**src/rtl/risc_v_core_pkg.sv**
```systemverilog
// Shared types and defaults for the core's memory-side blocks.
package risc_v_core_pkg;

  // Memory port arbiter FSM states.
  typedef enum logic [1:0] {
    ARB_IDLE,
    ARB_REQ,
    ARB_WAIT
  } arb_state_e;

  // Which core port owns the shared memory bus.
  typedef enum logic {
    OWN_IF,
    OWN_LSU
  } arb_owner_e;

  // Default stall budget before a bus transaction is forced to an error.
  localparam int MEM_TIMEOUT_CYC = 255;

endpackage

```
**src/rtl/mem_arb_watchdog.sv**
```systemverilog
// Stall watchdog for the memory port arbiter: counts cycles while enabled and
// flags expiry once the count reaches TIMEOUT_CYC. TIMEOUT_CYC=0 disables it.
module mem_arb_watchdog
  import risc_v_core_pkg::*;
#(
  parameter int TIMEOUT_CYC = MEM_TIMEOUT_CYC
) (
  input  logic clk_in,
  input  logic rst_in,
  input  logic clear,
  input  logic enable,
  output logic expire
);

  localparam int CNT_W = (TIMEOUT_CYC > 0) ? $clog2(TIMEOUT_CYC + 1) : 1;
  localparam logic [CNT_W-1:0] LIMIT = CNT_W'(TIMEOUT_CYC);

  logic [CNT_W-1:0] count_q;

  // Cycle counter: cleared on a new transaction, saturates at the limit.
  always_ff @(posedge clk_in) begin
    // NOTE: sequential state uses non-blocking assignments so every register
    // samples the pre-edge values, independent of statement order.
    if (rst_in) begin
      count_q <= '0;
    end else if (clear) begin
      count_q <= '0;
    end else if (enable && (count_q != LIMIT)) begin
      count_q <= count_q + CNT_W'(1);
    end
  end

  assign expire = (TIMEOUT_CYC != 0) && enable && (count_q == LIMIT);

endmodule

```
**src/rtl/mem_port_arbiter.sv**
```systemverilog
// Arbitrates the instruction-fetch and load/store ports onto the single shared
// memory bus. One outstanding transaction, round-robin on ties, LSU bus lock
// for atomic sequences, and a watchdog that turns a stalled access into an
// error response.
module mem_port_arbiter
  import risc_v_core_pkg::*;
#(
  parameter int ADDR_W      = 32,
  parameter int DATA_W      = 32,
  parameter int TIMEOUT_CYC = MEM_TIMEOUT_CYC
) (
  input  logic                clk_in,
  input  logic                rst_in,
  // Instruction-fetch port
  input  logic                if_req_i,
  input  logic [ADDR_W-1:0]   if_addr_i,
  output logic                if_gnt_o,
  output logic                if_rvalid_o,
  output logic [DATA_W-1:0]   if_rdata_o,
  output logic                if_err_o,
  // Load/store port
  input  logic                lsu_req_i,
  input  logic                lsu_we_i,
  input  logic [DATA_W/8-1:0] lsu_be_i,
  input  logic [ADDR_W-1:0]   lsu_addr_i,
  input  logic [DATA_W-1:0]   lsu_wdata_i,
  input  logic                lsu_lock_i,
  output logic                lsu_gnt_o,
  output logic                lsu_rvalid_o,
  output logic [DATA_W-1:0]   lsu_rdata_o,
  output logic                lsu_err_o,
  // Shared memory bus
  output logic                mem_req_o,
  output logic                mem_we_o,
  output logic [DATA_W/8-1:0] mem_be_o,
  output logic [ADDR_W-1:0]   mem_addr_o,
  output logic [DATA_W-1:0]   mem_wdata_o,
  input  logic                mem_gnt_i,
  input  logic                mem_rvalid_i,
  input  logic [DATA_W-1:0]   mem_rdata_i,
  input  logic                mem_err_i
);

  arb_state_e  state_q;
  arb_owner_e  owner_q;
  arb_owner_e  last_owner_q;
  logic        lock_q;

  logic        if_win;
  logic        lsu_win;
  logic        wd_enable;
  logic        wd_expire;
  logic        resp_bus;
  logic        resp_timeout;
  logic        resp_valid;
  logic        resp_err;
  logic [DATA_W-1:0] resp_rdata;

  // Pick the winner among current requesters while the bus is idle.
  always_comb begin
    // NOTE: every always_comb output gets a default first, so no path can
    // leave it unassigned and infer a latch.
    if_win  = 1'b0;
    lsu_win = 1'b0;
    if (!rst_in && (state_q == ARB_IDLE)) begin
      if (lock_q) begin
        lsu_win = lsu_req_i;
      end else if (if_req_i && lsu_req_i) begin
        if (last_owner_q == OWN_IF) lsu_win = 1'b1;
        else                        if_win  = 1'b1;
      end else begin
        if_win  = if_req_i;
        lsu_win = lsu_req_i;
      end
    end
  end

  assign if_gnt_o  = if_win;
  assign lsu_gnt_o = lsu_win;

  // A real bus response wins over a timeout landing in the same cycle.
  assign resp_bus = !rst_in && mem_rvalid_i &&
                    ((state_q == ARB_WAIT) || ((state_q == ARB_REQ) && mem_gnt_i));
  assign resp_timeout = !rst_in && !resp_bus && wd_expire;
  assign resp_valid   = resp_bus || resp_timeout;
  assign resp_err     = resp_timeout || mem_err_i;
  assign resp_rdata   = resp_timeout ? '0 : mem_rdata_i;

  // Route the response to the owning port; idle ports see zero data.
  assign if_rvalid_o  = resp_valid && (owner_q == OWN_IF);
  assign if_err_o     = if_rvalid_o && resp_err;
  assign if_rdata_o   = if_rvalid_o ? resp_rdata : '0;
  assign lsu_rvalid_o = resp_valid && (owner_q == OWN_LSU);
  assign lsu_err_o    = lsu_rvalid_o && resp_err;
  assign lsu_rdata_o  = lsu_rvalid_o ? resp_rdata : '0;

  assign wd_enable = (state_q == ARB_REQ) || (state_q == ARB_WAIT);

  mem_arb_watchdog #(
    .TIMEOUT_CYC (TIMEOUT_CYC)
  ) u_watchdog (
    .clk_in (clk_in),
    .rst_in (rst_in),
    .clear  (if_win || lsu_win),
    .enable (wd_enable),
    .expire (wd_expire)
  );

  // Transaction FSM with registered bus outputs, owner and lock tracking.
  always_ff @(posedge clk_in) begin
    if (rst_in) begin
      state_q      <= ARB_IDLE;
      owner_q      <= OWN_IF;
      last_owner_q <= OWN_IF;
      lock_q       <= 1'b0;
      mem_req_o    <= 1'b0;
      mem_we_o     <= 1'b0;
      mem_be_o     <= '0;
      mem_addr_o   <= '0;
      mem_wdata_o  <= '0;
    end else begin
      case (state_q)
        ARB_IDLE: begin
          if (if_win) begin
            mem_req_o    <= 1'b1;
            mem_we_o     <= 1'b0;
            mem_be_o     <= '1;
            mem_addr_o   <= if_addr_i;
            mem_wdata_o  <= '0;
            owner_q      <= OWN_IF;
            last_owner_q <= OWN_IF;
            state_q      <= ARB_REQ;
          end else if (lsu_win) begin
            mem_req_o    <= 1'b1;
            mem_we_o     <= lsu_we_i;
            mem_be_o     <= lsu_be_i;
            mem_addr_o   <= lsu_addr_i;
            mem_wdata_o  <= lsu_wdata_i;
            owner_q      <= OWN_LSU;
            last_owner_q <= OWN_LSU;
            lock_q       <= lsu_lock_i;
            state_q      <= ARB_REQ;
          end
        end
        ARB_REQ: begin
          if (resp_valid) begin
            mem_req_o <= 1'b0;
            state_q   <= ARB_IDLE;
          end else if (mem_gnt_i) begin
            mem_req_o <= 1'b0;
            state_q   <= ARB_WAIT;
          end
        end
        ARB_WAIT: begin
          if (resp_valid) begin
            state_q <= ARB_IDLE;
          end
        end
        default: begin
          mem_req_o <= 1'b0;
          state_q   <= ARB_IDLE;
        end
      endcase

      // Any LSU error ends an atomic sequence and releases the bus.
      if (lsu_rvalid_o && resp_err) begin
        lock_q <= 1'b0;
      end
    end
  end

endmodule

```
**config.mk**
```make
export PLATFORM = sky130hd
export DESIGN_NAME = mem_port_arbiter
export DESIGN_NICKNAME = d
export VERILOG_FILES = /design/src/rtl/risc_v_core_pkg.sv /design/src/rtl/mem_arb_watchdog.sv /design/src/rtl/mem_port_arbiter.sv
export SDC_FILE = /design/constraint.sdc
export NUM_CORES = 1
export LEC_CHECK = 0
export ABC_CLOCK_PERIOD_IN_PS = 6020
export CORE_ASPECT_RATIO = 0.7
export CORE_MARGIN = 5
export CORE_UTILIZATION = 25
export CTS_CLUSTER_DIAMETER = 30
export CTS_CLUSTER_SIZE = 14
export DETAILED_ROUTE_END_ITERATION = 12
export MAX_ROUTING_LAYER = met4
export PLACE_DENSITY_LB_ADDON = 0.1
export SLEW_MARGIN = 20
export SYNTH_ARGS = -nofsm -noshare
export SYNTH_HDL_FRONTEND = slang
export SYNTH_SLANG_ARGS = --single-unit
export TNS_END_PERCENT = 10
```
**constraint.sdc**
```tcl
create_clock -name clk_in -period 6.02 [get_ports clk_in]
set_clock_uncertainty 0.2 [all_clocks]
set_input_delay 0.602 -clock clk_in [delete_from_list [all_inputs] [get_ports clk_in]]
set_output_delay 0.602 -clock clk_in [all_outputs]
set_load 0.01 [all_outputs]
```
Word level (Yosys, flattened, before mapping)
Cells that the tools add are included.

Flip-flop bits (word level): 82. Latch bits: 0. RAM bits: 0. Bits in read-only memories: 0. Input port bits: 141. Output and inout port bits: 140. Logic and storage cells: 79. Memories kept: 0.

Add/subtract/negate cells: 1. Multipliers: 0. Div/mod/pow operators: 0. Magnitude comparators: 0. Eq/ne operators: 7. Shifts and indexed selects: 0. Mux-type cells: 31. Bitwise gates (word level): 3. Reductions and logical operators: 28.

Operators with widths (number): $mux W32 (7); $mux W1 (15); $logic_and A1 B1 Y1 (13); $mux W2 (5); $reduce_and A3 Y1 (3); $add A8 B1 Y8 const B (1); $eq A8 B8 Y1 const B (1); $mux W4 (2); $ne A8 B8 Y1 const B (1); $ne A3 B3 Y1 const B (2); $pmux W2 S3 (1); $logic_or A1 B1 Y1 (5); $reduce_or A2 Y1 (2); $not A1 Y1 (3); $pmux W1 S3 (1); $eq A2 B1 Y1 const B (1); $eq A2 B2 Y1 const B (1); $logic_not A1 Y1 (2); $logic_not A2 Y1 (1); $ne A2 B2 Y1 const B (1); $reduce_and A2 Y1 (1); $reduce_bool A2 Y1 (1).

Longest topological paths before layout
Depth in word-level cells: 11. Mapped depth: 8.

Hierarchy
A second synthesis with hierarchy kept.

Cells, all modules: 479. Area, all modules: 4240.3 µm².

Modules (own cells, without submodules): mem_port_arbiter (instances 1, cells each 430, area each 3806.2 µm²); mem_arb_watchdog (instances 1, cells each 49, area each 434.2 µm²).

Worst setup path before layout
Ideal clock, no wire load.

Path kind: input-to-output. From: input port rst_in. To: output port lsu_rdata_o[10]. Arrival time: 1.603 ns. Required time: 5.218 ns. Setup slack: 3.615 ns. Stages: 5. Path buffers: 2. Cells stage by stage: buf_4 > nand2b_1 > nor2_2 > clkbuf_1 > and3_1.

Cells in the longest elaborated chain, start to end: 9. Elaborated cells on any way between the ends: 10. Those cells by class: 2 x mux; 8 x reduce/logical.

Ends and longest elaborated chain: from (decl) (RTL line mem_port_arbiter.sv:13) `input logic rst_in,`; $logic_not A1 Y1 * (RTL line mem_port_arbiter.sv:82, mem_port_arbiter.sv:84); $logic_and A1 B1 Y1 (2 in a row) (RTL line mem_port_arbiter.sv:82) `assign resp_bus = !rst_in && mem_rvalid_i &&`; $logic_not A1 Y1 (RTL line mem_port_arbiter.sv:84) `assign resp_timeout = !rst_in && !resp_bus && wd_expire;`; $logic_and A1 B1 Y1 (2 in a row) (RTL line mem_port_arbiter.sv:84); $logic_or A1 B1 Y1 (RTL line mem_port_arbiter.sv:85) `assign resp_valid = resp_bus || resp_timeout;`; $logic_and A1 B1 Y1 (RTL line mem_port_arbiter.sv:93) `assign lsu_rvalid_o = resp_valid && (owner_q == OWN_LSU);`; $mux W32 * (RTL line mem_port_arbiter.sv:95) `assign lsu_rdata_o = lsu_rvalid_o ? resp_rdata : '0;`; to (decl) (RTL line mem_port_arbiter.sv:30) `output logic [DATA_W-1:0] lsu_rdata_o,`.

Mark *: on every way between the ends. The rest lies on a longest branch, timed or not.

Final worst setup path
From: input port rst_in. To: output port lsu_err_o.

Cells in the longest elaborated chain, start to end: 9. Elaborated cells on any way between the ends: 10. Those cells by class: 10 x reduce/logical.

Ends and longest elaborated chain: $logic_not A1 Y1 * (RTL line mem_port_arbiter.sv:82, mem_port_arbiter.sv:84); $logic_and A1 B1 Y1 (2 in a row) (RTL line mem_port_arbiter.sv:82); $logic_not A1 Y1 (RTL line mem_port_arbiter.sv:84); $logic_and A1 B1 Y1 (2 in a row) (RTL line mem_port_arbiter.sv:84); $logic_or A1 B1 Y1 (RTL line mem_port_arbiter.sv:85); $logic_and A1 B1 Y1 (RTL line mem_port_arbiter.sv:93); $logic_and A1 B1 Y1 * (RTL line mem_port_arbiter.sv:94) `assign lsu_err_o = lsu_rvalid_o && resp_err;`; to (decl) (RTL line mem_port_arbiter.sv:31) `output logic lsu_err_o,`.

Marked as above.

==> flow_metrics.tcl <==
set metrics [dict create \
    portBuffers 280 \
    worstHoldPathCells 1 \
    finalWeightedCongestion 0.812 \
    clkPwrFrac 0.286 \
    tightest_slew_ns 1.02 \
    synth_cell_type_count 50 \
    hold_class "register to register" \
    nNetsFinal 809 \
    setup_total_negative_slack_ns 0 \
    io_pins 281 \
    num_antenna_cells 0 \
    htreeDepth 3 \
    hold_viol 0 \
    avgViaCountPerCell 4.53 \
    synth_nets 548 \
    ant_nets 0 \
    slew_violations 0 \
    finalInstanceArea_sq_um 7070 \
    multi_input_area_sq_um 2000 \
    nFillCells 1391 \
    drt-pass1-iter-count 4 \
    mostFrequentLayoutCells "clkdlybuf4s50_1, dfxtp_1, nor2_1" \
    synthCells 403 \
    p_leak_nw 2.92 \
    grt_pass1_vias 3992 \
    yosysWarnings 0 \
    worstSetupPathType "input port to output port" \
    reg2reg_depth 6 \
    cts_buffers 9 \
    layout-drive-gt1-share 0.0493 \
    rsz0062_at_grt "no" \
    cp_max_fo 46 \
    grt_pass1_wl_microns 21100 \
    cts_root_buffer "clkbuf_16" \
    switching_share 0.315 \
    synth_top_area_cell "dfxtp_1" \
    critPathLaunch "rst_in" \
    grt_max_degree 71 \
    hold_slack_ns 0.252 \
    synth.area.top_cells "dfxtp_1, mux2i_1, a22o_1" \
    cap_violations 0 \
    power.switching_w 0.000669 \
    fmax_mhz 254 \
    min_period_over_period 0.654 \
    outcome "complete, no violations" \
    die_area_sq_um 17900 \
    crit_path_end "lsu_err_o" \
    dp_hpwl_microns 11200 \
    wl_per_cell_microns 16.3 \
    core_area_sq_um 14900 \
    rrSetupSlack_ns 3.50 \
    grt_use_total 0.153 \
    totalWireLength_microns 14100 \
    synth_ff_type "dfxtp_1" \
    cts_resized 0 \
    rr_startpoint "state_q[0]" \
    cts_hold_buf 0 \
    drc 0 \
    antenna_found_initial 0 \
    synthArstFlopShare 0 \
    setup_viol 0 \
    cts_setup_buffers 0 \
    cts_tree "done" \
    placedInstanceArea_sq_um 6730 \
    rr_endpoint "lock_q" \
    worst_ep_arrival_time_ns 3.14 \
    area_growth_pct 84.7 \
    ys_seq_area_frac 0.429 \
    synth.avg_cell_area_sq_um 9.50 \
    place_ws_ns 2.09 \
    final_common_cell "clkdlybuf4s50_1" \
    dieWidth_microns 158 \
    synth_seq_cells 82 \
    slew_headroom 0.322 \
    peakVddDrop_mv 0.158 \
    cts_buffer_depth 2 \
    synth.top_cell.area_share 0.429 \
    overflow 0 \
    clock_latency_ns 0.33 \
    synth-edff-count 0 \
    power.internal_w 0.00146 \
    rows 37 \
    fin_ws_ns 2.08 \
    ff_latch_area_sq_um 1640 \
    cp.required_ns 5.22 \
    combPwrFrac 0.379 \
    min_period_ns 3.94 \
    cts.sink_count 82 \
    cp-start-kind "input port" \
    power_frac_seq 0.335 \
    vias 3912 \
    powerDensity_nw_per_um2 300 \
    synth_area_sq_um 3830 \
    clk_pin_slew_ns 0.06 \
    die_h_microns 114 \
    drt-initial-drc-count 136 \
    end_kind "output port" \
    start_util 0.258 \
]
-- per-stage QoR --
| step | utilization | instances | power [W] |
|---|---|---|---|
| detailed placement | 0.453 | 848 | 0.00153 |
| finish | 0.476 | 864 | 0.00212 |
| global placement | 0.453 | 848 | 0.00152 |
| global route | 0.476 | 864 | 0.00226 |
| CTS | 0.475 | 864 | 0.00216 |
| floorplan | - | 403 | 0.00113 |
-- cells by family after synthesis --
family / count (synthesis) / synth area share
AND/OR/NAND/NOR: 145 / 0.213
AO/OA/AOI/OAI: 89 / 0.187
flip-flops: 82 / 0.429
buffers and inverters: 42 / 0.0529
multiplexers: 35 / 0.0915
XOR/XNOR: 6 / 0.0137
adder cells (fa/ha/maj): 4 / 0.0131
-- routing by layer --
metal	vias up	share of wire	track usage
met5	-	0	-
met3	10	0.075	0.0527
met1	1801	0.41	0.178
li1	1986	-	-
met2	115	0.50	0.258
met4	0	0.0099	0.0341
-- power by group through the flow --
| stage | Sequential, W | Combinational (W) | Clock, W |
|---|---|---|---|
| 3_5_place_dp | 0.000722 | 0.000812 | 0 |
| 2_1_floorplan | 0.000765 | 0.000367 | 0 |
| 5_1_grt | 0.000727 | 0.000882 | 0.000651 |
| 6_report | 0.000712 | 0.000804 | 0.000608 |
| 3_3_place_gp | 0.000720 | 0.000804 | 0 |
| 4_1_cts | 0.000713 | 0.000816 | 0.000627 |
-- worst min-delay path by stage --
stage / endpoint / startpoint / slack, ns
6_report: last_owner_q / last_owner_q / 0.25
5_1_grt: last_owner_q / last_owner_q / 0.27
4_1_cts: last_owner_q / last_owner_q / 0.26
3_5_place_dp: last_owner_q / last_owner_q / 0.24
3_3_place_gp: last_owner_q / last_owner_q / 0.24
2_1_floorplan: state_q[0] / state_q[0] / 0.26
-- area by class of cell --
type                            instances  share of cell area
Sequential cell                        82               0.232
Inverter                                9             0.00478
Clock inverter                          7              0.0154
Clock buffer                            9              0.0318
Multi-Input combinational cell        279               0.283
Timing Repair Buffer                  283               0.399
Tap cell                              195              0.0345
-- sequential cells by signal, summed over array words and instances, names as in the netlist --
name and count:
last_owner_q 1, lock_q 1, mem_addr_o 32, mem_be_o 4, mem_req_o 1, mem_wdata_o 32, mem_we_o 1, state_q 2
u_watchdog.count_q 8
-- cells in the mapped netlist, drive strengths merged (4+ instances only) --
master,number
dfxtp,82
nor2,47
and3,35
mux2i,35
and2,34
a22o,33
a211oi,32
buf,20
clkbuf,13
inv,9
nand2,7
nand3,6
nor2b,6
ha,4
o22ai,4
-- worst max-delay path, cell delays in order --
cell and delay [ns]:
buf_2 0.10, buf_4 0.27, nand2b_1 0.33, nor2_2 0.84
o21ai_1 0.27, and2_1 0.22, clkdlybuf4s50_1 0.48
Power figures use the tool's default switching activity.
